$ cat src/rtl/hub75_receiver.sv
`default_nettype none
// ============================================================================
// Module      : hub75_receiver
// Description : HUB75 panel-side loopback monitor. Rebuilds latched lines and
//               drains them as a row-tagged ready/valid pixel stream.
// Revision    : 1.0 - initial release
// ============================================================================
module hub75_receiver #(
    parameter int COLS        = 64,
    parameter int ADDR_W      = 5,
    parameter int SYNC_STAGES = 2,
    localparam int COL_W      = $clog2(COLS)
) (
    input  logic              clk,
    input  logic              rst_n,
    input  logic              hub_ck,
    input  logic              hub_la,
    input  logic              hub_bl,
    input  logic [ADDR_W-1:0] hub_addr,
    input  logic [2:0]        hub_rgb0,
    input  logic [2:0]        hub_rgb1,
    output logic              px_valid,
    input  logic              px_ready,
    output logic [ADDR_W:0]   px_row,
    output logic [COL_W-1:0]  px_col,
    output logic [2:0]        px_rgb,
    output logic              line_done,
    output logic              blank,
    output logic              err_overrun,
    output logic              err_len,
    input  logic              err_clr
);

    localparam int               c_SYNC_W  = ADDR_W + 9;
    localparam logic [COL_W:0]   c_FULL    = (COL_W+1)'(COLS);
    localparam logic [COL_W:0]   c_SH_ONE  = (COL_W+1)'(1);
    localparam logic [COL_W-1:0] c_LAST    = COL_W'(COLS - 1);
    localparam logic [COL_W-1:0] c_COL_ONE = COL_W'(1);

    typedef enum logic [1:0] {
        S_IDLE  = 2'd0,
        S_UPPER = 2'd1,
        S_LOWER = 2'd2,
        S_DONE  = 2'd3
    } state_t;

    logic [c_SYNC_W-1:0] w_hubIn;
    logic [c_SYNC_W-1:0] r_sync [SYNC_STAGES];
    logic                w_syncCk, w_syncLa;
    logic [ADDR_W-1:0]   w_syncAddr;
    logic [5:0]          w_syncRgb;
    logic                r_ckPrev, r_laPrev;
    logic                w_ckRise, w_laRise;

    logic [5:0]          r_bufA [COLS];
    logic [5:0]          r_bufB [COLS];
    logic [COL_W:0]      r_shcnt, w_shBase;
    logic                r_long, w_longBase;
    logic [ADDR_W-1:0]   r_lineAddr;
    logic                r_errOverrun, r_errLen;

    state_t              r_state, w_stateNext;
    logic [COL_W-1:0]    r_col, w_colNext;
    logic                w_drainIdle;

    // Every line goes through the same chain so CK/LA stay aligned with data.
    assign w_hubIn = {hub_ck, hub_la, hub_bl, hub_addr, hub_rgb0, hub_rgb1};

    always_ff @(posedge clk) begin
        if (!rst_n) begin
            for (int i = 0; i < SYNC_STAGES; i++) r_sync[i] <= '0;
            r_ckPrev <= 1'b0;
            r_laPrev <= 1'b0;
        end else begin
            r_sync[0] <= w_hubIn;
            for (int i = 1; i < SYNC_STAGES; i++) r_sync[i] <= r_sync[i-1];
            r_ckPrev <= w_syncCk;
            r_laPrev <= w_syncLa;
        end
    end

    assign w_syncCk   = r_sync[SYNC_STAGES-1][c_SYNC_W-1];
    assign w_syncLa   = r_sync[SYNC_STAGES-1][c_SYNC_W-2];
    assign blank      = r_sync[SYNC_STAGES-1][c_SYNC_W-3];
    assign w_syncAddr = r_sync[SYNC_STAGES-1][6 +: ADDR_W];
    assign w_syncRgb  = r_sync[SYNC_STAGES-1][5:0];
    assign w_ckRise   = w_syncCk & ~r_ckPrev;
    assign w_laRise   = w_syncLa & ~r_laPrev;

    assign w_drainIdle = (r_state == S_IDLE);
    // A coincident latch clears the shift state before the shift is applied.
    assign w_shBase    = w_laRise ? '0 : r_shcnt;
    assign w_longBase  = w_laRise ? 1'b0 : r_long;

    always_ff @(posedge clk) begin
        if (!rst_n) begin
            r_shcnt      <= '0;
            r_long       <= 1'b0;
            r_lineAddr   <= '0;
            r_errOverrun <= 1'b0;
            r_errLen     <= 1'b0;
        end else begin
            if (err_clr) begin
                r_errOverrun <= 1'b0;
                r_errLen     <= 1'b0;
            end
            if (w_laRise) begin
                if (w_drainIdle) begin
                    r_lineAddr <= w_syncAddr;
                    if (r_shcnt != c_FULL || r_long) r_errLen <= 1'b1;
                end else begin
                    r_errOverrun <= 1'b1;
                end
            end
            r_shcnt <= (w_ckRise && w_shBase != c_FULL) ? w_shBase + c_SH_ONE : w_shBase;
            r_long  <= w_longBase | (w_ckRise && w_shBase == c_FULL);
        end
    end

    always_ff @(posedge clk) begin
        if (rst_n) begin
            if (w_ckRise && w_shBase != c_FULL) r_bufA[w_shBase[COL_W-1:0]] <= w_syncRgb;
            if (w_laRise && w_drainIdle) begin
                for (int i = 0; i < COLS; i++)
                    r_bufB[i] <= ((COL_W+1)'(i) < r_shcnt) ? r_bufA[i] : 6'd0;
            end
        end
    end

    always_ff @(posedge clk) begin
        if (!rst_n) begin
            r_state <= S_IDLE;
            r_col   <= '0;
        end else begin
            r_state <= w_stateNext;
            r_col   <= w_colNext;
        end
    end

    always_comb begin
        w_stateNext = r_state;
        w_colNext   = r_col;
        px_valid    = 1'b0;
        px_row      = '0;
        px_rgb      = 3'd0;
        line_done   = 1'b0;
        case (r_state)
            S_IDLE: begin
                if (w_laRise) begin
                    w_stateNext = S_UPPER;
                    w_colNext   = '0;
                end
            end
            S_UPPER: begin
                px_valid = 1'b1;
                px_row   = {1'b0, r_lineAddr};
                px_rgb   = r_bufB[r_col][5:3];
                if (px_ready) begin
                    if (r_col == c_LAST) begin
                        w_stateNext = S_LOWER;
                        w_colNext   = '0;
                    end else begin
                        w_colNext = r_col + c_COL_ONE;
                    end
                end
            end
            S_LOWER: begin
                px_valid = 1'b1;
                px_row   = {1'b1, r_lineAddr};
                px_rgb   = r_bufB[r_col][2:0];
                if (px_ready) begin
                    if (r_col == c_LAST) begin
                        w_stateNext = S_DONE;
                        w_colNext   = '0;
                    end else begin
                        w_colNext = r_col + c_COL_ONE;
                    end
                end
            end
            S_DONE: begin
                line_done   = 1'b1;
                w_stateNext = S_IDLE;
            end
            default: w_stateNext = S_IDLE;
        endcase
    end

    assign px_col      = r_col;
    assign err_overrun = r_errOverrun;
    assign err_len     = r_errLen;

endmodule
`default_nettype wire
$ cat config.mk
export PLATFORM = sky130hd
export DESIGN_NAME = hub75_receiver
export DESIGN_NICKNAME = d
export VERILOG_FILES = /design/src/rtl/hub75_receiver.sv
export SDC_FILE = /design/constraint.sdc
export NUM_CORES = 1
export LEC_CHECK = 0
export CAP_MARGIN = 20
export CORE_AREA = 2 2 244 246
export CTS_BUF_LIST = sky130_fd_sc_hd__clkbuf_2
export DETAILED_ROUTE_END_ITERATION = 8
export DIE_AREA = 0 0 246 248
export GPL_TIMING_DRIVEN = 1
export PLACE_DENSITY = 0.68
export SETUP_SLACK_MARGIN = 0.1
export SLEW_MARGIN = 20
export SYNTH_ARGS = -nofsm -noshare
export SYNTH_HDL_FRONTEND = slang
export SYNTH_SLANG_ARGS = --single-unit
$ cat constraint.sdc
create_clock -name clk -period 24.6 [get_ports clk]
set_clock_uncertainty 0.15 [all_clocks]
set_input_delay 4.92 -clock clk [delete_from_list [all_inputs] [get_ports clk]]
set_output_delay 4.92 -clock clk [all_outputs]
set_load 0.01 [all_outputs]
# Word-level counts from Yosys, hierarchy flattened
# Memory sizes are Yosys's and may differ from the RTL's. A register that Yosys moved wholly into a read port is not among the register bits.
# Index checks and enable logic that the tools add are counted.
# word_totals
ff_bits	25
out_inout_bits	20
inputBits	18
mem_bits_rw	796
wordCells	208
mem_count	3
# classes
reduce_logical	10
n_eq_ne	13
n_mux	100
bitwise_logic	7
n_addsub	2
order_cmp	64
# mem_list
name	depth	word_bits	read_ports	rd_clocked_by_memory_dff	write_ports	line_no	text
r_bufA	64	6	64	0	1	55	logic [5:0] r_bufA [COLS];
r_bufB	64	6	1	1	64	56	logic [5:0] r_bufB [COLS];
r_sync	2	14	2	0	2	48	logic [c_SYNC_W-1:0] r_sync [SYNC_STAGES];
# ops
operator	n
$mux W6	69
$lt A6 B7 Y1 const A	32
$lt A5 B7 Y1 const A	16
$lt A4 B7 Y1 const A	8
$lt A3 B7 Y1 const A	4
$mux W14	2
$pmux W6 S2	2
$mux W1	18
$lt A1 B7 Y1 const A	2
$lt A2 B7 Y1 const A	2
$mux W7	2
$ne A7 B7 Y1 const B	2
$mux W2	5
$ne A2 B2 Y1 const B	5
$pmux W2 S4	1
$add A7 B1 Y7 const B	1
$eq A7 B7 Y1 const B	1
$add A6 B1 Y6 const B	1
$eq A6 B6 Y1 const B	1
$pmux W3 S2	1
$reduce_and A5 Y1	1
$eq A2 B2 Y1 const B	2
$logic_and A1 B1 Y1	3
$or A1 B1 Y1	3
other kinds (10)	12

# Logic depth before layout (Yosys ltp)
# Gate-level depths: netlist of run 1.
# logic_depth
ltp_word	8
mapped_depth	9
mapped_depth_nobuf	9

# Worst setup path after synthesis of run 1
# OpenSTA, ideal clock, no wires.
# synth_path
path_kind	input-to-reg
start	in rst_n
end	mem r_bufB[0][0], enable pin
slack_ns	1.995
setup_ns	1.141
required_ns	23.309
stages	4
arrival_ns	21.315
n_path_buf	2
cell_sequence	inv_1 -> clkbuf_1 -> clkbuf_1 -> nor2_1
# synth_rtl
element	line_no	text
start, declared	15	input logic rst_n,
end, declared	56	

==> results of run 1 <==
==> Yosys cell counts, types with 12 or more instances <==
cell	n	area, um2
clkbuf_1	35	131
nand2_1	68	255
buf_2	19	95.1
dfxtp_1	59	1180
a21oi_1	48	240
nor2_1	100	375
edfxtp_1	768	23100
o21ai_0	19	95.1
and2_1	244	1530
nor2b_1	188	1180
mux4_2	97	2180
nor3_1	12	60.1
nand3_1	22	110
mux2i_1	33	330
==> worst min path at each step <==
stage / start / end / slack (ns) / depth (start not counted)
5_1_grt: r_sync[0][2] / r_sync[0][16] / 0.31 / 1
6_report: r_sync[0][5] / r_sync[0][19] / 0.28 / 1
2_1_floorplan: r_sync[0][0] / r_sync[0][14] / 0.26 / 1
4_1_cts: r_sync[0][8] / r_sync[0][22] / 0.28 / 1
3_3_place_gp: r_sync[0][12] / r_sync[0][26] / 0.27 / 1
3_5_place_dp: r_sync[0][7] / r_sync[0][21] / 0.27 / 1
==> through the flow <==
step                 util  setup WS [ns]  area, um2
floorplan               -           1.99      31700
global placement    0.564          14.99      33000
detailed placement  0.564          14.83      33000
CTS                 0.593          14.08      34700
global route        0.593          13.91      34700
finish              0.593          14.30      34700
==> power by group through the flow <==
stage	combinational (W)	sequential, W	clock (W)
after global routing	0.000157	0.00157	0.000948
after global placement	0.000145	0.00160	0
after CTS	0.000148	0.00157	0.000879
after detailed placement	0.000147	0.00160	0
final	0.000149	0.00157	0.000859
after floorplan	0.0000962	0.00161	0
==> worst reg2reg max path: stages (launching register included) <==
cell     delay [ns]
dfxtp_1        0.36
inv_1          0.12
ha_1           0.48
nand2_1        0.37
nor2_4         0.17
buf_6          0.62
buf_4          0.91
buf_4          0.98
==> flip-flops by register name, indices dropped and copies added, names as in the netlist, named ones only <==
signal / count
err_overrun: 1
r_lineAddr: 5
r_laPrev: 1
r_long: 1
r_state: 2
err_len: 1
r_bufA: 384
px_col: 6
r_bufB: 384
r_ckPrev: 1
r_sync: 28
r_shcnt: 7
==> kinds of logic after synthesis <==
| kind of cell | synth area share |
|---|---|
| compound gates | 0.0196 |
| xor+xnor | 0.00166 |
| fa+ha+maj | 0.00316 |
| buf+inv | 0.0106 |
| flops | 0.764 |
| mux | 0.0793 |
| simple gates | 0.121 |
==> routing by layer <==
metal	GRT usage	vias up	wire, um
li1	-	7394	-
met1	0.336	8368	29700
met2	0.386	841	34400
met3	0.0583	123	6240
met4	0.0934	0	1650
met5	0	-	0
==> layout make-up <==
cell class	instances	area, um2
diodes	1	2.50
clock buffers	296	1480
clock inverters	33	208
fillers	4427	23800
inverters	11	41.3
multi-input cells	934	7160
flip-flops and latches	827	24300
well taps	773	967
repair buffers	64	577
==> results.toml, run 1 <==
[drt]
viasPerCell = 5.69
ant_nets = 0
avgRoutedWirePerCell_um = 24.5
drtIter0Drc = 1916
drc = 0
dr.pass1.iters = 5
drt-total-wl_um = 72000
vias = 16726

[critical_path]
critPathRequiredTime_ns = 19.53
r2r-end = "r_bufB[33][5]"
cpPeakStageDelay_ns = 0.90
cp_top_family = "buffers and inverters"
crit_path_max_fanout = 38
arrival_ns = 5.23
crit_path_top_delay_cell = "dfxtp_4"
crit_cells = 7
crit_top_cell = "mux4_2"
path_class = "register to output port"
crit_path_cell_trace = "buf_4, mux4_2, mux4_2, nor3b_1, a31oi_1, nand4_1, clkdlybuf4s50_1"
rrSetupSlack_ns = 20.03
cp-end-kind = "output port"
r2r_start = "r_state[0]"
critPathLaunchType = "register"
cp_num_buf_inv = 2
crit_end = "px_rgb[1]"
r2r_cells = 7

[cts]
insertion_delay_ns = 1.42
cts_buffer_depth = 3
cts-resized-gates = 0
cts_tree = "built"
root_buffer = "clkbuf_2"
htree_levels = 4
clock-sinks = 827
cts_buffers = 197
clkTransAtPathRegs_ns = 0.11
post-cts-setup-buffers = 0
cts_hold_buf = 0

[power]
max-vdd-ir-drop_uv = 38.0
p_switching_w = 0.000625
sequentialPowerShare = 0.609
p_leak_nw = 11.2
powerDensity_nw_per_um2 = 74.3
power_w = 0.00258
switching_share = 0.242
p_int_w = 0.00195
pwr-share-comb = 0.058
clkPwrFrac = 0.333

[sta]
tightest_slew_ns = 1.07
whs_ns = 0.281
setup_tns_ns = 0
slew_violations = 0
rsz0062_at_grt = "no"
fmax_mhz = 97.1
min_period_over_period = 0.419
min_period_ns = 10.30
finalSetupViolCount = 0
max-slew-margin-rel = 0.288
hold_viol = 0

[synth]
yosys_register_bits = 827
synth_edf_count = 768
yosys.cell_types.count = 47
synthArstFlopShare = 0
syn_area_um2 = 31700
syn_avg_cell_area_um2 = 17.3
synthCells = 1838
yosysWarnings = 0
synthFlopType = "edfxtp_1"
synth_nets = 1864
seq_area_frac_synth = 0.764

[floorplanning]
core_area_um2 = 58500
dieHeight_um = 248
io_pins = 38
die_w_um = 246
rows = 89
initial_utilization = 0.543
dieArea_um2 = 61000

[layout]
layout.cells.non_filler = 2939
synthToLayoutAreaGrowth_pct = 9.38
drive_above_1_share = 0.207
final_nets = 2061
layout_common_cells = "edfxtp_1 (768), clkbuf_2 (296), and2_1 (244)"
layout_commonest_cell = "edfxtp_1"

[placement]
dp_cells = 2609
place_congestion = 0.883
place_hpwl_um = 43800
io_buffers = 37

[global_routing]
grt_usage = 0.245
grt_max_degree = 87
antenna_found_initial = 2
grt_pass1_vias = 17058
grt_overflow_total = 0
grt_pass1_wl_um = 106000

[flow_run]
maxCapViolCount = 0

[run_status]
status = "finished clean"

[min_path]
hp-class = "register to register"
(Power assumes the default switching activity.)
==> inputs of run 2 (changes only) <==
--- a/config.mk
+++ b/config.mk
@@ -11,7 +11,7 @@
 export DETAILED_ROUTE_END_ITERATION = 8
 export DIE_AREA = 0 0 246 248
 export GPL_TIMING_DRIVEN = 1
-export PLACE_DENSITY = 0.68
+export PLACE_DENSITY = 0.7
 export SETUP_SLACK_MARGIN = 0.1
 export SLEW_MARGIN = 20
 export SYNTH_ARGS = -nofsm -noshare
==> constraint.sdc (replaced) <==
create_clock -name clk -period 8.45 [get_ports clk]
set_clock_uncertainty 0.15 [all_clocks]
set_input_delay 1.69 -clock clk [delete_from_list [all_inputs] [get_ports clk]]
set_output_delay 1.69 -clock clk [all_outputs]
set_load 0.01 [all_outputs]
==> run 2 against run 1 <==
  * Core utilization rose by 0.37 points
  * Non-clock buffer count fell by 5
  * Sequential power grew to 2.9 times the previous value
  * Critical endpoint is now px_rgb[2]
  * Largest cell class unchanged
  * Highest routed layer unchanged
==> results.toml, run 2 (synthesized netlist as in run 1, its figures left out) <==
[run_status]
status = "finished clean"

[layout]
synthToLayoutAreaGrowth_pct = 10.1
final_nets = 2051
design_area_um2 = 34900
seq_area_um2 = 24300
multiInputGateArea_um2 = 7150
drive_above_1_share = 0.201
fillers = 4354
layout_common_cells = "edfxtp_1 (768), clkbuf_2 (283), and2_1 (244)"
layout_commonest_cell = "edfxtp_1"
layout.cells.non_filler = 2954

[critical_path]
critPathRequiredTime_ns = 6.61
cp-end-kind = "output port"
path_class = "register to output port"
arrival_ns = 5.00
critPathLaunchType = "register"
crit_path_max_fanout = 43

[sta]
setup_tns_ns = 0
fmax_mhz = 146
hold_viol = 0
whs_ns = 0.289
max-slew-margin-rel = 0.251
rsz0062_at_grt = "no"
min_period_ns = 6.84
min_period_over_period = 0.809
tightest_slew_ns = 1.11
finalSetupViolCount = 0
slew_violations = 0

[global_routing]
grt_pass1_wl_um = 107000
grt_overflow_total = 0
antenna_found_initial = 3
grt_pass1_vias = 17198
grt_usage = 0.244
grt_max_degree = 136

[power]
p_leak_nw = 11.3
max-vdd-ir-drop_uv = 121
powerDensity_nw_per_um2 = 220
power_w = 0.00768

[placement]
place_congestion = 0.965
place_hpwl_um = 43700
io_buffers = 37
placed_area_um2 = 33000
dp_cells = 2604

[floorplanning]
initial_utilization = 0.543
core_area_um2 = 58500
io_pins = 38
dieArea_um2 = 61000
dieHeight_um = 248
rows = 89
die_w_um = 246

[drt]
drc = 0
avgRoutedWirePerCell_um = 24.3
ant_nets = 0
vias = 16898
dr.pass1.iters = 6
viasPerCell = 5.72
drtIter0Drc = 1824
drt-total-wl_um = 71700

[cts]
clock-sinks = 827
cts_buffers = 192
root_buffer = "clkbuf_2"
insertion_delay_ns = 1.34
htree_levels = 4
post-cts-setup-buffers = 0
cts-resized-gates = 0
cts_hold_buf = 0
clkTransAtPathRegs_ns = 0.11
cts_buffer_depth = 3
cts_tree = "built"

[min_path]
hp-class = "register to register"

[flow_run]
maxCapViolCount = 0
## run 2: area by class of cell
cell class / count / share of cell area
timing repair buffer: 59 / 0.0168
sequential: 827 / 0.695
clock buffer: 283 / 0.0406
clock inverter: 62 / 0.0135
multi-input combinational: 934 / 0.205
antenna: 5 / 0.000358
tap: 773 / 0.0277
inverter: 11 / 0.00118
## run 2: report_power, final
part           leakage [nW]  internal (W)  switching, W
Sequential             7.30       0.00452     0.0000741
Combinational          2.61      0.000165      0.000240
Clock                  1.39       0.00114       0.00154
## run 2: metal layers
layer,up-vias,wire length (um),track usage
li1,7392,-,-
met1,8470,28800,0.325
met2,880,34800,0.387
met3,156,6220,0.0584
met4,0,1900,0.106
met5,-,0,0
## run 2: stage by stage
stage,utilization,setup slack [ns]
6_report,0.597,1.61
3_3_place_gp,0.565,3.04
5_1_grt,0.597,1.28
4_1_cts,0.597,1.42
2_1_floorplan,-,0.109
3_5_place_dp,0.565,2.97
## run 2: path summary, 6_finish.rpt
check          startpoint            end  slack [ns]  depth (start not counted)
max              register      px_rgb[2]        1.61                          7
min          r_sync[0][9]  r_sync[0][23]        0.29                          1
max reg2reg    r_shcnt[1]  r_bufA[57][4]        4.56                          8
min reg2reg  r_sync[0][9]  r_sync[0][23]        0.29                          1
## run 2: worst max-delay path, cell delays in order, from the launching register on
cell and delay [ns]:
dfxtp_4 0.99, buf_4 0.62, mux4_2 0.58, mux2i_1 0.36
a22oi_1 0.18, nand3_1 0.16, nand4_1 0.21, clkdlybuf4s50_1 0.55
==> inputs of run 3 (changes only) <==
--- a/config.mk
+++ b/config.mk
@@ -11,7 +11,7 @@
 export DETAILED_ROUTE_END_ITERATION = 8
 export DIE_AREA = 0 0 246 248
 export GPL_TIMING_DRIVEN = 1
-export PLACE_DENSITY = 0.7
+export PLACE_DENSITY = 0.68
 export SETUP_SLACK_MARGIN = 0.1
 export SLEW_MARGIN = 20
 export SYNTH_ARGS = -nofsm -noshare
==> constraint.sdc (replaced) <==
create_clock -name clk -period 6.8 [get_ports clk]
set_clock_uncertainty 0.15 [all_clocks]
set_input_delay 1.36 -clock clk [delete_from_list [all_inputs] [get_ports clk]]
set_output_delay 1.36 -clock clk [all_outputs]
set_load 0.01 [all_outputs]
==> run 3 against run 2 <==
  * Clock power rose by 13%
  * Hold slack got worse by 0.039 ns
  * Critical path depth did not move
  * Core utilization fell by 0.29 points
  * Count of clock-buffer cells in the layout fell by 11
  * Wire length rose by 2.0%
  * Design area fell by 0.49%
  * Non-clock buffer count rose by 7
  * Final cell count fell by 0.78%
  * Largest power group unchanged
==> results.toml, run 3 (synthesized netlist as in run 1, its figures left out) <==
[drt]
avgRoutedWirePerCell_um = 25.0
drtIter0Drc = 1712
drc = 0
ant_nets = 0
viasPerCell = 5.71
dr.pass1.iters = 6
drt-total-wl_um = 73100
vias = 16750

[cts]
cts_hold_buf = 0
cts_buffer_depth = 3
insertion_delay_ns = 1.44
cts_tree = "built"
cts_buffers = 195
clkTransAtPathRegs_ns = 0.10
clock-sinks = 827
htree_levels = 4
root_buffer = "clkbuf_2"

[power]
clkPwrFrac = 0.326
pwr-share-comb = 0.062
p_leak_nw = 11.2
switching_share = 0.246
p_switching_w = 0.00228
powerDensity_nw_per_um2 = 267
max-vdd-ir-drop_uv = 163
p_int_w = 0.00699
sequentialPowerShare = 0.612
power_w = 0.00927

[global_routing]
antenna_found_initial = 4
grt_pass1_vias = 17086
grt_pass1_wl_um = 108000
grt_usage = 0.248
grt_max_degree = 157
grt_overflow_total = 0

[layout]
drive_above_1_share = 0.201
final_nets = 2061
layout_common_cells = "edfxtp_1 (768), clkbuf_2 (272), and2_1 (244)"
synthToLayoutAreaGrowth_pct = 9.53
fillers = 4416
layout_commonest_cell = "edfxtp_1"

[sta]
min_period_ns = 6.26
fmax_mhz = 160
max-slew-margin-rel = 0.215
rsz0062_at_grt = "no"
tightest_slew_ns = 1.17
whs_ns = 0.250
slew_violations = 0
min_period_over_period = 0.921
finalSetupViolCount = 0
hold_viol = 0

[min_path]
min_from = "r_sync[0][22]"
hp-class = "register to register"
min_delay_worst_endpoint = "r_lineAddr[2]"
hold_depth = 2

[placement]
place_hpwl_um = 44400
io_buffers = 37
place_congestion = 0.924

[floorplanning]
io_pins = 38
dieHeight_um = 248
core_area_um2 = 58500
initial_utilization = 0.543
die_w_um = 246
dieArea_um2 = 61000
rows = 89

[critical_path]
path_class = "register to output port"
arrival_ns = 4.75
cp-end-kind = "output port"
r2r_cells = 8
critPathRequiredTime_ns = 5.29
r2r-end = "r_bufA[19][5]"
r2r_start = "r_laPrev"
critPathLaunchType = "register"
crit_path_max_fanout = 43
rrSetupSlack_ns = 2.34

[run_status]
status = "finished clean"

[flow_run]
maxCapViolCount = 0
-- run 3: cell types whose count changed in the layout (fill, tap and decap cells not counted), sizes merged --
cell and delta:
buf +7, clkbuf -11, diode +1, inv +6, clkinvlp -4, clkinv -16, bufinv -6
-- run 3: layer usage --
layer	vias to the layer above	share of wire	GRT usage
met1	8423	0.40	0.325
met4	0	0.033	0.109
met3	153	0.089	0.0686
li1	7380	-	-
met2	794	0.48	0.392
met5	-	0	0
-- run 3: how the worst max path moves through the flow --
stage,start,slack [ns],cells after the start,end
finish,register,0.54,7,px_rgb[2]
detailed placement,register,1.78,7,px_rgb[1]
global route,register,0.25,7,px_rgb[1]
CTS,register,0.15,7,px_rgb[1]
floorplan,rst_n,-1.10,4,r_bufB[0][0]
global placement,register,1.77,7,px_rgb[1]
-- run 3: per-stage QoR --
step | instances | area (um2) | util | setup TNS (ns) | setup slack, ns
finish | 2931 | 34700 | 0.594 | 0 | 0.539
global placement | 2609 | 33100 | 0.566 | 0 | 1.77
detailed placement | 2609 | 33100 | 0.566 | 0 | 1.78
floorplan | 1838 | 31800 | - | -423.30 | -1.10
global route | 2929 | 34700 | 0.594 | 0 | 0.248
CTS | 2923 | 34700 | 0.593 | 0 | 0.151
-- run 3: repair_timing --
item / CTS / global route
buffers inserted: 0 / 2
gates resized for setup: 0 / 0
setup endpoints to repair: 0 / 1
-- run 3: area by class of cell --
| cell class | instances | area (um2) | share of cell area |
|---|---|---|---|
| antenna | 6 | 15.0 | 0.000432 |
| clock buffer | 272 | 1360 | 0.0392 |
| clock inverter | 42 | 256 | 0.00738 |
| inverter | 11 | 53.8 | 0.00155 |
| multi-input combinational | 934 | 7150 | 0.206 |
| sequential | 827 | 24300 | 0.698 |
| tap | 773 | 967 | 0.0278 |
| timing repair buffer | 66 | 676 | 0.0194 |
-- run 3: power by group through the flow --
stage	registers [W]	logic [W]	clock network (W)
after floorplan	0.00578	0.000351	0
after global placement	0.00580	0.000539	0
after detailed placement	0.00580	0.000548	0
after CTS	0.00569	0.000550	0.00311
after global routing	0.00568	0.000615	0.00335
final	0.00567	0.000578	0.00302
-- run 3: worst max-delay path: stages, from the launching register on --
cell	delay [ns]
dfxtp_4	0.66
buf_4	0.68
mux4_2	0.41
a22oi_1	0.24
nand4_1	0.28
nand4_1	0.22
nand4_1	0.26
clkdlybuf4s50_1	0.56
